--- src/rtl/count_mon_pkg.sv ---
// Shared types and helpers for the count sequence monitor.
// Optional Gray-coded input is enabled by defining COUNT_SEQ_MONITOR_GRAY_EN.
package count_mon_pkg;

  typedef enum logic [0:0] {
    MON_UNLOCKED = 1'b0,
    MON_LOCKED   = 1'b1
  } mon_state_t;

  localparam int unsigned MON_WIDTH = 3;
  localparam int unsigned MON_MAX   = (1 << MON_WIDTH) - 1;

  // Statistics counters stop at max_val instead of wrapping.
  function automatic logic [31:0] sat_inc(input logic [31:0] val, input logic [31:0] max_val);
    if (val >= max_val) return max_val;
    return val + 32'd1;
  endfunction

endpackage

--- src/rtl/gray2bin.sv ---
// Combinational Gray-to-binary converter; used only when COUNT_SEQ_MONITOR_GRAY_EN is defined.
module gray2bin #(
  parameter int WIDTH = 3
) (
  input  logic [WIDTH-1:0] gray,
  output logic [WIDTH-1:0] bin
);

  // Each binary bit is the parity of the Gray bits at and above it.
  for (genvar i = 0; i < WIDTH; i++) begin : g_bit
    assign bin[i] = ^gray[WIDTH-1:i];
  end

endmodule

--- src/rtl/count_seq_monitor.sv ---
// Checks that sampled counter values step by +1 mod 2^WIDTH, locks on, reports breaks and wraps.
// Define COUNT_SEQ_MONITOR_GRAY_EN to accept a Gray-coded count_in.
//
//   state        | meaning
//   MON_UNLOCKED | acquiring: counting consecutive good steps, no error/wrap reporting
//   MON_LOCKED   | tracking: a mismatch is an error, a max->0 step is a wrap
module count_seq_monitor
  import count_mon_pkg::*;
#(
  parameter int WIDTH    = 3,
  parameter int LOCK_CNT = 2,
  parameter int STAT_W   = 8
) (
  input  logic              clk,
  input  logic              reset,
  input  logic [WIDTH-1:0]  count_in,
  input  logic              valid_in,
  input  logic              clear,
  output logic              locked,
  output logic              wrap_pulse,
  output logic              err_pulse,
  output logic              err_sticky,
  output logic [STAT_W-1:0] err_count,
  output logic [STAT_W-1:0] wrap_count
);

  localparam logic [WIDTH-1:0] CNT_MAX  = '1;
  localparam logic [3:0]       LOCK_LAST = 4'(LOCK_CNT - 1);
  localparam logic [31:0]      STAT_MAX = 32'((64'd1 << STAT_W) - 64'd1);

  mon_state_t       state;
  logic [WIDTH-1:0] cnt_bin;
  logic [WIDTH-1:0] prev;
  logic [WIDTH-1:0] expected;
  logic             prev_valid;
  logic [3:0]       good_run;
  logic             checked;
  logic             step_ok;
  logic             err_evt;
  logic             wrap_evt;

`ifdef COUNT_SEQ_MONITOR_GRAY_EN
  gray2bin #(.WIDTH(WIDTH)) u_gray2bin (
    .gray (count_in),
    .bin  (cnt_bin)
  );
`else
  assign cnt_bin = count_in;
`endif

  assign expected = prev + WIDTH'(1);
  assign step_ok  = (cnt_bin == expected);
  assign checked  = valid_in && prev_valid;
  assign err_evt  = checked && (state == MON_LOCKED) && !step_ok;
  assign wrap_evt = checked && (state == MON_LOCKED) && step_ok && (prev == CNT_MAX);
  assign locked   = (state == MON_LOCKED);

  // The error sample itself becomes the new anchor, so reacquisition starts at the next sample.
  always_ff @(posedge clk or negedge reset) begin
    if (!reset) begin
      state      <= MON_UNLOCKED;
      prev       <= '0;
      prev_valid <= 1'b0;
      good_run   <= '0;
    end else if (valid_in) begin
      prev       <= cnt_bin;
      prev_valid <= 1'b1;
      if (prev_valid) begin
        unique case (state)
          MON_UNLOCKED: begin
            if (!step_ok) begin
              good_run <= '0;
            end else if (good_run == LOCK_LAST) begin
              state    <= MON_LOCKED;
              good_run <= '0;
            end else begin
              good_run <= good_run + 4'd1;
            end
          end
          MON_LOCKED: begin
            if (!step_ok) begin
              state    <= MON_UNLOCKED;
              good_run <= '0;
            end
          end
          default: state <= MON_UNLOCKED;
        endcase
      end
    end
  end

  // An event in the same cycle as clear wins: the counter restarts at 1.
  always_ff @(posedge clk or negedge reset) begin
    if (!reset) begin
      wrap_pulse <= 1'b0;
      err_pulse  <= 1'b0;
      err_sticky <= 1'b0;
      err_count  <= '0;
      wrap_count <= '0;
    end else begin
      wrap_pulse <= wrap_evt;
      err_pulse  <= err_evt;

      if (err_evt)    err_sticky <= 1'b1;
      else if (clear) err_sticky <= 1'b0;

      if (err_evt)    err_count <= clear ? STAT_W'(1) : STAT_W'(sat_inc(32'(err_count), STAT_MAX));
      else if (clear) err_count <= '0;

      if (wrap_evt)   wrap_count <= clear ? STAT_W'(1) : STAT_W'(sat_inc(32'(wrap_count), STAT_MAX));
      else if (clear) wrap_count <= '0;
    end
  end

endmodule

--- config.mk ---
export PLATFORM = sky130hd
export DESIGN_NAME = count_seq_monitor
export DESIGN_NICKNAME = d
export VERILOG_FILES = /design/src/rtl/count_mon_pkg.sv /design/src/rtl/gray2bin.sv /design/src/rtl/count_seq_monitor.sv
export SDC_FILE = /design/constraint.sdc
export NUM_CORES = 1
export LEC_CHECK = 0
export ABC_CLOCK_PERIOD_IN_PS = 2600
export BUFFER_PORTS_ARGS = -buffer_cell sky130_fd_sc_hd__buf_2
export CAP_MARGIN = 25
export CORE_ASPECT_RATIO = 1.1
export CORE_MARGIN = 5
export CORE_UTILIZATION = 34
export DETAILED_ROUTE_END_ITERATION = 16
export HOLD_SLACK_MARGIN = 0.06
export PLACE_DENSITY = 0.61
export SETUP_SLACK_MARGIN = 0.05
export SYNTH_ARGS = -nofsm -noshare
export SYNTH_HDL_FRONTEND = slang
export SYNTH_SLANG_ARGS = --single-unit
--- constraint.sdc ---
create_clock -name clk -period 2.6 [get_ports clk]
set_clock_uncertainty 0.1 [all_clocks]
set_input_delay 0 -clock clk [delete_from_list [all_inputs] [get_ports clk]]
set_output_delay 0 -clock clk [all_outputs]
set_load 0.005 [all_outputs]
==> out/metrics.csv <==
metric,value,unit
via count,1232,
num ports,27,
Slew HR,57.5,%
Post-Synthesis Cells,146,
antenna-violating nets left,0,
placed cell count,223,
synthesized area,1570,um2
first-pass GRT wire length,5580,um
Area Overhead vs Synth,18.5,%
measured slew at the worst slew-check pin,637,ps
reg2reg end,err_count[7],
maxcap violations,0,
row cnt,26,
grt total ovfl,0,
Post-synth EDFFs,0,
Final Hold Fails,0,
Leakage,0.000827,uW
drt drc,0,
final setup fails,0,
sequential area share after synthesis,44.8,%
CP required,2680,ps
largest net degree at the start of global routing,29,
CTS buffer count,3,
post-DR wirelength/cell,13.6,um
Yosys Warn Count,0,
die area,6060,um2
Clock Tree Root,clkbuf_8,
Crit. End Element,flop,
"Reg clk slew, reported paths",90,ps
Placer Congestion,0.777,
total track usage,11.6,%
fin crit share,90.5,%
final non-filler cell total,235,
max-slew violation count,0,
"Distinct cells, synth",39,
vias in the first global route,1192,
DR pass1 iterations,3,
IO Port Bufs,26,
WL final,3210,um
r2r setup slk,250,ps
Worst Path Arrival,2430,ps
R2R depth,7,
ANT cells,0,
WS Path Type,reg2reg,
DR vias/cell,5.24,
Mapped Nets,159,
Setup TNS,0,ps
CTS tree,done,
Clock Sinks,28,
share of cells above drive strength 1,25.1,%
RSZ-0062 raised after global routing,false,
"Gates resized, CTS repair",0,
Tmin final,2350,ps
mean post-synth cell area,10.7,um2
clock latency on the worst-skew pair,270,ps
Initial Util,34.4,%
"Top FF cell, synth",dfrtp_1,
#FFs+latches synth,28,
antenna violations before repair,0,
Final nets,193,
CP max FO,11,
outcome,finished clean,
Worst R2R Start,prev[0],
Setup crit start kind,flop,
Pwr per Cell Area,478,nW/um2
maximum clock insertion buffer count,2,
"FFs w/ async S/R, synth",100,%
Max VDD drop,324,uV
Starting DRT DRC Count,37,
core area,4550,um2
Worst Hold Class,in2async,
Detailed Place HPWL,2300,um
Die Y,81.2,um
fmax,425,MHz
chip width,74.7,um
H-tree depth,1,
-- critical path: stages (launching register included) --
cell,delay (ps)
dfrtp_1,430
ha_1,220
ha_1,310
xor2_2,430
o311ai_4,170
inv_2,210
a41oi_1,140
a311oi_1,260
-- registers in the layout (all words and copies together) (netlist names), 3 cells and up --
| register | count |
|---|---|
| good_run | 4 |
| wrap_count | 8 |
| err_count | 8 |
| prev | 3 |
-- synthesized netlist by cell type, types with 3 or more instances --
| cell type | n | area share, % |
|---|---|---|
| o21ai_0 | 5 | 1.6 |
| dfrtp_1 | 28 | 45 |
| nor2b_1 | 5 | 2.0 |
| mux2_2 | 3 | 2.2 |
| a41oi_1 | 3 | 1.7 |
| a311oi_1 | 6 | 3.4 |
| a21oi_1 | 10 | 3.2 |
| nand2_1 | 4 | 0.96 |
| nand4_1 | 6 | 2.4 |
| nand3_1 | 7 | 2.2 |
| nor2_1 | 14 | 3.4 |
| inv_1 | 5 | 1.2 |
| ha_1 | 6 | 4.8 |
| and4_1 | 6 | 3.4 |
| nor3_1 | 9 | 2.9 |
-- cell families (layout without fill, tap and decap cells) --
kind of cell | count (synthesis) | in the layout | synth area share [%]
XOR/XNOR | 3 | 3 | 3.84
flip-flops | 28 | 28 | 44.8
adder cells (fa/ha/maj) | 6 | 6 | 4.80
AND/OR/NAND/NOR | 61 | 61 | 23.3
multiplexers | 3 | 3 | 2.16
buffers and inverters | 12 | 45 | 4.80
AO/OA/AOI/OAI | 33 | 33 | 16.4
-- power by group --
| part | total, uW | switching, uW | leakage, uW | internal (uW) |
|---|---|---|---|---|
| combinational | 151 | 88.7 | 0.000420 | 62.2 |
| clock | 265 | 129 | 0.0000288 | 135 |
| sequential | 472 | 20.3 | 0.000378 | 451 |
| total | 887 | 238 | 0.000827 | 649 |
-- how the worst max path moves through the flow --
stage,from,endpoint,cells past startpoint
floorplan,prev[0],err_count[4],8
global placement,prev[0],err_count[7],7
detailed placement,prev[0],err_count[7],7
CTS,prev[0],err_count[7],7
global route,prev[0],err_count[7],7
finish,prev[0],err_count[7],7
-- cell usage in the layout, fill, tap and decap left out, types with 5 or more instances in the layout --
| cell type | count |
|---|---|
| inv_1 | 5 |
| and4_1 | 6 |
| ha_1 | 6 |
| a21oi_1 | 10 |
| nand3_1 | 7 |
| a311oi_1 | 6 |
| dlygate4sd3_1 | 8 |
| nand4_1 | 6 |
| nor3_1 | 9 |
| dfrtp_1 | 28 |
| nor2b_1 | 5 |
| buf_2 | 26 |
| nor2_1 | 14 |
| o21ai_0 | 5 |
-- repair_timing --
action | 4_1_cts | 5_1_grt
setup buffers | 0 | 0
endpoints found under the hold margin | 43 | 0
hold buffers | 8 | 0
-- cell type report --
class	count	area, um2
multi-input combinational	106	790
inverter	6	22.5
clock buffer	4	55.1
sequential	28	701
fill	452	2700
timing repair buffer	35	218
tap	56	70.1
-- stage by stage --
stage	total power [uW]	util [%]	hold slack (ps)	area, um2	setup WS [ps]
floorplan	585	-	-396	1570	462
global placement	621	37.8	-37.1	1720	341
detailed placement	622	37.8	-35.3	1720	251
CTS	903	40.7	206	1860	228
global route	941	40.7	238	1860	83.9
finish	887	40.7	174	1860	247
-- metal layers --
layer | wire length [um] | track usage (%)
met1 | 1450 | 13.9
met2 | 1560 | 21.1
met3 | 171 | 2.60
met4 | 18 | 2.14
met5 | 0 | 0
No activity file was read; power rests on OpenSTA's default activity.
